[src/rtl/iter_multiplier_pkg.sv]
// Shared definitions for the EX-stage HI/LO multiply/divide units:
// bus widths, zero constants, booleans and the 2-bit FSM state encodings.
package iter_multiplier_pkg;

    localparam int DataBus = 32;
    localparam int DWord   = 64;

    localparam logic [DataBus-1:0] ZeroWord  = '0;
    localparam logic [DWord-1:0]   ZeroDWord = '0;

    localparam logic True  = 1'b1;
    localparam logic False = 1'b0;

    // multiplier states
    localparam logic [1:0] MulFree = 2'b00;
    localparam logic [1:0] MulOn   = 2'b01;
    localparam logic [1:0] MulEnd  = 2'b10;

    // divider states (companion unit)
    localparam logic [1:0] DivFree   = 2'b00;
    localparam logic [1:0] DivByZero = 2'b01;
    localparam logic [1:0] DivOn     = 2'b10;
    localparam logic [1:0] DivEnd    = 2'b11;

    // Magnitude of a 32-bit operand; 0x80000000 stays exact as unsigned.
    function automatic logic [DataBus-1:0] mag(
        input logic [DataBus-1:0] x,
        input logic               sm
    );
        return (sm & x[DataBus-1]) ? (~x + 32'd1) : x;
    endfunction

endpackage

[src/rtl/iter_multiplier_if.sv]
// Handshake bundle between the EX muldiv control (master) and the multiplier (slave).
// Ports: start/abandon/stall/signmul/opr1/opr2 toward the unit; ready/res back.
interface iter_multiplier_if;
    import iter_multiplier_pkg::*;

    logic               start;
    logic               abandon;
    logic               stall;
    logic               signmul;
    logic [DataBus-1:0] opr1;
    logic [DataBus-1:0] opr2;
    logic               ready;
    logic [DWord-1:0]   res;

    modport master (
        output start, abandon, stall, signmul, opr1, opr2,
        input  ready, res
    );

    modport slave (
        input  start, abandon, stall, signmul, opr1, opr2,
        output ready, res
    );

endinterface

[src/rtl/iter_multiplier_step.sv]
// One shift-add iteration: adds mcand * (low STEP_BITS of product) into the high half
// and shifts the whole product right by STEP_BITS.
// Ports: mcand (32), product (64) in; prod_next (64) out. Purely combinational.
import iter_multiplier_pkg::*;

module mul_step #(
    parameter int STEP_BITS = 1
) (
    input  logic [DataBus-1:0] mcand,
    input  logic [DWord-1:0]   product,
    output logic [DWord-1:0]   prod_next
);

    localparam int W = DataBus + STEP_BITS;

    logic [W-1:0] hi;
    logic [W-1:0] mc;
    logic [W-1:0] digit;
    logic [W-1:0] sum;

    assign hi    = W'(product[DWord-1:DataBus]);
    assign mc    = W'(mcand);
    assign digit = W'(product[STEP_BITS-1:0]);

    // (2^32-1)*(2^S-1) + (2^32-1) < 2^(32+S): no carry is lost
    assign sum = hi + mc * digit;

    assign prod_next = {sum, product[DataBus-1:STEP_BITS]};

endmodule

[src/rtl/iter_multiplier.sv]
// Iterative shift-add 32x32->64 multiplier, signed or unsigned, STEP_BITS bits per cycle.
// Ports: clk, rst (async, active-high); bus (slave): start/abandon/stall/signmul/opr1/opr2 in,
// ready/res out, res = {HI, LO}.
import iter_multiplier_pkg::*;

module iter_multiplier #(
    parameter int STEP_BITS = 1
) (
    input logic              clk,
    input logic              rst,
    iter_multiplier_if.slave bus
);

    localparam int         N       = DataBus / STEP_BITS;
    localparam logic [5:0] LastCnt = 6'(N);

    logic [1:0]         state;
    logic [DataBus-1:0] mcand;
    logic [DWord-1:0]   product;
    logic [DWord-1:0]   prod_next;
    logic [5:0]         cnt;
    logic               neg;
    logic               ready;
    logic [DWord-1:0]   res;
    logic [DataBus-1:0] abs1;
    logic [DataBus-1:0] abs2;
    logic               zero_op;

    assign abs1    = mag(bus.opr1, bus.signmul);
    assign abs2    = mag(bus.opr2, bus.signmul);
    assign zero_op = (bus.opr1 == ZeroWord) || (bus.opr2 == ZeroWord);

    mul_step #(
        .STEP_BITS(STEP_BITS)
    ) u_step (
        .mcand    (mcand),
        .product  (product),
        .prod_next(prod_next)
    );

    always_ff @(posedge clk or posedge rst) begin
        if (rst) begin
            state   <= MulFree;
            ready   <= False;
            res     <= ZeroDWord;
            product <= ZeroDWord;
            mcand   <= ZeroWord;
            cnt     <= '0;
            neg     <= False;
        end else if (bus.abandon) begin
            state   <= MulFree;
            ready   <= False;
            res     <= ZeroDWord;
            product <= ZeroDWord;
            mcand   <= ZeroWord;
            cnt     <= '0;
            neg     <= False;
        end else begin
            unique case (state)
                MulFree: begin
                    if (bus.start) begin
                        mcand <= abs1;
                        neg   <= bus.signmul & (bus.opr1[31] ^ bus.opr2[31]);
                        state <= MulOn;
                        // zero operand: skip iterations, keep the fix-up cycle
                        if (zero_op) begin
                            product <= ZeroDWord;
                            cnt     <= LastCnt;
                        end else begin
                            product <= {ZeroWord, abs2};
                            cnt     <= '0;
                        end
                    end else begin
                        ready <= False;
                        res   <= ZeroDWord;
                    end
                end
                MulOn: begin
                    if (cnt != LastCnt) begin
                        product <= prod_next;
                        cnt     <= cnt + 6'd1;
                    end else begin
                        if (neg) begin
                            product <= ~product + 64'd1;
                        end
                        cnt   <= '0;
                        state <= MulEnd;
                    end
                end
                MulEnd: begin
                    if (!bus.start && !bus.stall) begin
                        state <= MulFree;
                        ready <= False;
                        res   <= ZeroDWord;
                    end else begin
                        res   <= product;
                        ready <= True;
                    end
                end
                default: begin
                    state <= MulFree;
                end
            endcase
        end
    end

    assign bus.ready = ready;
    assign bus.res   = res;

endmodule

[src/flat_wrapper.sv]
// flat-port wrapper written by rule: the top's interface ports become plain ports
module iter_multiplier_flat 
#(
    parameter int STEP_BITS = 1
)
  (clk, rst, bus_start, bus_abandon, bus_stall, bus_signmul, bus_opr1, bus_opr2, bus_ready, bus_res);
  iter_multiplier_if bus_i ();
  input logic clk;
  input logic rst;
  input wire logic [$bits(bus_i.start)-1:0] bus_start;
  input wire logic [$bits(bus_i.abandon)-1:0] bus_abandon;
  input wire logic [$bits(bus_i.stall)-1:0] bus_stall;
  input wire logic [$bits(bus_i.signmul)-1:0] bus_signmul;
  input wire logic [$bits(bus_i.opr1)-1:0] bus_opr1;
  input wire logic [$bits(bus_i.opr2)-1:0] bus_opr2;
  output wire logic [$bits(bus_i.ready)-1:0] bus_ready;
  output wire logic [$bits(bus_i.res)-1:0] bus_res;
  assign bus_i.start = bus_start;
  assign bus_i.abandon = bus_abandon;
  assign bus_i.stall = bus_stall;
  assign bus_i.signmul = bus_signmul;
  assign bus_i.opr1 = bus_opr1;
  assign bus_i.opr2 = bus_opr2;
  assign bus_ready = bus_i.ready;
  assign bus_res = bus_i.res;
  iter_multiplier #(.STEP_BITS(STEP_BITS)) u_core (.clk(clk), .rst(rst), .bus(bus_i));
endmodule
[config.mk]
export PLATFORM = sky130hd
export DESIGN_NAME = iter_multiplier_flat
export DESIGN_NICKNAME = d
export VERILOG_FILES = /design/src/rtl/iter_multiplier_pkg.sv /design/src/rtl/iter_multiplier_if.sv /design/src/rtl/iter_multiplier_step.sv /design/src/rtl/iter_multiplier.sv /design/src/flat_wrapper.sv
export SDC_FILE = /design/constraint.sdc
export NUM_CORES = 1
export LEC_CHECK = 0
export ABC_AREA = 0
export BUFFER_PORTS_ARGS = -buffer_cell sky130_fd_sc_hd__buf_2
export CORE_MARGIN = 2
export CORE_UTILIZATION = 59
export DETAILED_ROUTE_END_ITERATION = 12
export MAX_ROUTING_LAYER = met4
export PLACE_DENSITY = 0.82
export SYNTH_ARGS = -nofsm -noshare
export SYNTH_HDL_FRONTEND = slang
export SYNTH_SLANG_ARGS = --single-unit
export TNS_END_PERCENT = 5
[constraint.sdc]
create_clock -name clk -period 17.5 [get_ports clk]
set_input_delay 3.5 -clock clk [delete_from_list [all_inputs] [get_ports clk]]
set_output_delay 3.5 -clock clk [all_outputs]
set_load 0.05 [all_outputs]
==> flow_summary_export.csv <==
group,metric,value,unit
global_route,antenna_found_initial,2,
route,wl,31800,um
place,place_worst_setup_slack,10850,ps
final_layout,finish.utilization,0.675,
die,core-area,0.0187,mm^2
status,status,"finished clean",
power_and_ir_drop,vdd_drop_max,70.1,uV
synth,yosys_warnings,0,
synth,syn_nets,1400,
route,routed-wl-met3,2550,um
global_route,grt_usage,0.327,
global_route,grt-ovfl-total,0,
die,io_pins,135,
timing,slew_violations,0,
clocking,cts_buffers,17,
clocking,clock_sink_count,170,
worst_hold_path,hold_path.class,"reg -> reg",
setup_path,start_kind,"primary input",
clocking,holdBufCountCts,0,
timing,hold_violations,0,
timing,skew,10.6,ps
synth,syn_inst,1292,
timing,slew-limit-headroom,0.241,
setup_path,crit_type,"in -> reg",
power_and_ir_drop,power.leakage,0.00578,uW
timing,period_needed,6220,ps
synth,synthFlopType,"dfrtp_1",
die,die_h,142,um
timing,worstMarginPinSlew,1140,ps
final_layout,fillerInstances,1525,
clocking,cts-root-buf,"clkbuf_16",
setup_path,cp.arrival,6500,ps
setup_path,cp-end-kind,"flop",
route,vias,10800,
place,port_buffers,134,
die,start_util,0.603,
synth,ys_types,75,
route,antenna_left,0,
clocking,clockBufferDepth,2,
clocking,htree_levels,4,
route,route.detailed.drc,0,
synth,synth-seq-area-share,0.377,
route,met1_length,13800,um
synth,netlist.area_leader.share,0.377,
timing,max_freq,161,MHz
timing,worst_slack,11280,ps
timing,finalSetupTns,0,ps
final_layout,layout.cells.non_filler,1637,
clocking,cts_tree,"built",
final_layout,area_growth,12.1,%
final_layout,fin_nets,1496,
route,wl_per_cell,19.5,um
timing,holdWs,474,ps
route,wl_met2,14700,um
route,dr.pass1.iters,5,
setup_path,required,17780,ps
die,die_area,0.0202,mm^2
clocking,post_cts_buffers,0,
clocking,insertion_delay,440,ps
global_route,first_global_vias,10100,
place,placedCellCount,1603,
die,std_cell_rows,50,
final_layout,drive_above_1_share,0.158,
clocking,path_clk_slew,70,ps
route,drt_iter0_markers,1181,
place,place.gp.congestion,0.923,
power_and_ir_drop,power.density,83.9,mW/mm^2
place,dp_hpwl,22000,um
route,routed_via_density,6.61,
clocking,post_cts_resized,0,
synth,synth.largest_area_cell,"dfrtp_1",
job,drv_cap,0,
global_route,grt_max_degree,108,
synth,synth.avg_cell_area,8.73,um^2
synth,ys_seq_elements,170,
die,die_w,142,um
timing,fin_crit_sh,0.355,
setup_path,cp_max_fo,31,
synth,synth_area_leaders,"dfrtp_1 (38%), o21ai_0 (5.9%), a22o_1 (5.0%), ha_1 (4.1%), nand2_1 (4.0%)",
global_route,grt_pass1_wl,51400,um
route,dr.max_layer_used,"met4",
synth,synthArstFlopShare,1.00,
synth,syn_area,0.0113,mm^2
timing,rsz0062_at_grt,"no",
synth,synth_edf_count,0,
timing,setup_viol,0,
==> placed cells by master, fill, tap and decap left out, types with 13 or more instances in the layout <==
master,instances
inv_1,33
o221ai_1,31
xor2_1,38
nand4_1,15
a211oi_1,13
nand3_1,15
a21oi_1,77
dfrtp_1,170
and2_1,32
a21o_1,16
xnor2_1,49
a22o_1,64
o21ai_0,133
buf_2,134
nor2_1,94
a22oi_1,25
clkbuf_16,17
nor3_1,46
nor4_1,19
ha_1,37
nand2_1,120
or3_1,18
==> per-layer routing <==
layer	global-route usage	up-vias
li1	-	5019
met1	0.443	5160
met2	0.500	562
met3	0.0437	81
met4	0.131	0
met5	-	-
==> registers in the layout (all words and copies together) (netlist names) <==
name	cells
u_core.mcand	32
u_core.neg	1
u_core.state	2
u_core.cnt	6
u_core.bus.ready	1
u_core.product	64
u_core.bus.res	64
==> worst max-delay path, stage by stage <==
cell       delay (ps)
buf_2             110
inv_1              70
ha_1              180
nor4b_1           550
and4_1            410
nor4b_4           350
a31oi_1           240
o31ai_1           170
a311o_2           620
a2bb2oi_1         190
o21ai_0            90
==> kinds of logic after synthesis <==
family,after synthesis,share of synthesized area
AO/OA/AOI/OAI,441,0.259
buffers and inverters,100,0.0367
adder cells (fa/ha/maj),38,0.0428
multiplexers,8,0.00732
XOR/XNOR,87,0.0676
AND/OR/NAND/NOR,448,0.209
flip-flops,170,0.377
==> stage by stage <==
stage / area (um^2) / power (uW)
global route: 12600 / 1110
floorplan: 11300 / 615
global placement: 12000 / 675
detailed placement: 12000 / 683
finish: 12600 / 1060
CTS: 12600 / 1050
==> area by class of cell <==
class | count | area (um^2) | share of cell area
Inverter | 34 | 133 | 0.0105
Clock buffer | 20 | 467 | 0.0369
Sequential cell | 170 | 4250 | 0.337
Timing Repair Buffer | 143 | 738 | 0.0584
Antenna cell | 2 | 5.00 | 0.000396
Tap cell | 234 | 293 | 0.0232
Clock inverter | 12 | 115 | 0.00911
Multi-Input combinational cell | 1022 | 6630 | 0.525
==> power breakdown <==
part	total [uW]	leakage (uW)	switching, uW	internal (uW)
Combinational	227	0.00318	147	79.6
Sequential	457	0.00233	39.3	417
Clock	377	0.000279	168	209
==> path summary, 6_finish.rpt <==
path                                          startpoint                        endpoint  slack, ps  depth (start not counted)
setup reg to reg           u_core.product[0]$_DFFE_PP0P_  u_core.product[63]$_DFFE_PP0P_      13460                         13
max in group asynchronous                            rst  u_core.bus.res[48]$_DFFE_PP0P_      12850                          3
setup / recovery                             bus_opr1[0]  u_core.product[21]$_DFFE_PP0P_      11280                         11
hold / removal              u_core.mcand[10]$_DFFE_PP0P_    u_core.mcand[10]$_DFFE_PP0P_        470                          2
min in group asynchronous                            rst    u_core.bus.ready$_DFFE_PP0P_       3250                          2
hold reg to reg             u_core.mcand[10]$_DFFE_PP0P_    u_core.mcand[10]$_DFFE_PP0P_        470                          2
==> synth_stat cells, types with 7 or more instances <==
cell type	instances
o211ai_1	7
nor3_1	46
a31oi_1	11
or3_1	18
ha_1	37
or4_1	11
nand3_1	15
o21ai_0	134
o31ai_1	12
xnor2_1	49
and3_1	7
nand4_1	15
a22oi_1	25
nor4_1	19
clkbuf_1	57
nor2_1	94
xor2_1	38
a21o_1	17
a22o_1	64
inv_1	34
dfrtp_1	170
o41ai_1	8
nor2b_1	10
a211oi_1	13
o221ai_1	31
nand2_1	121
nand2b_1	12
a21oi_1	78
and2_1	32
Power figures use the tool's default switching activity.
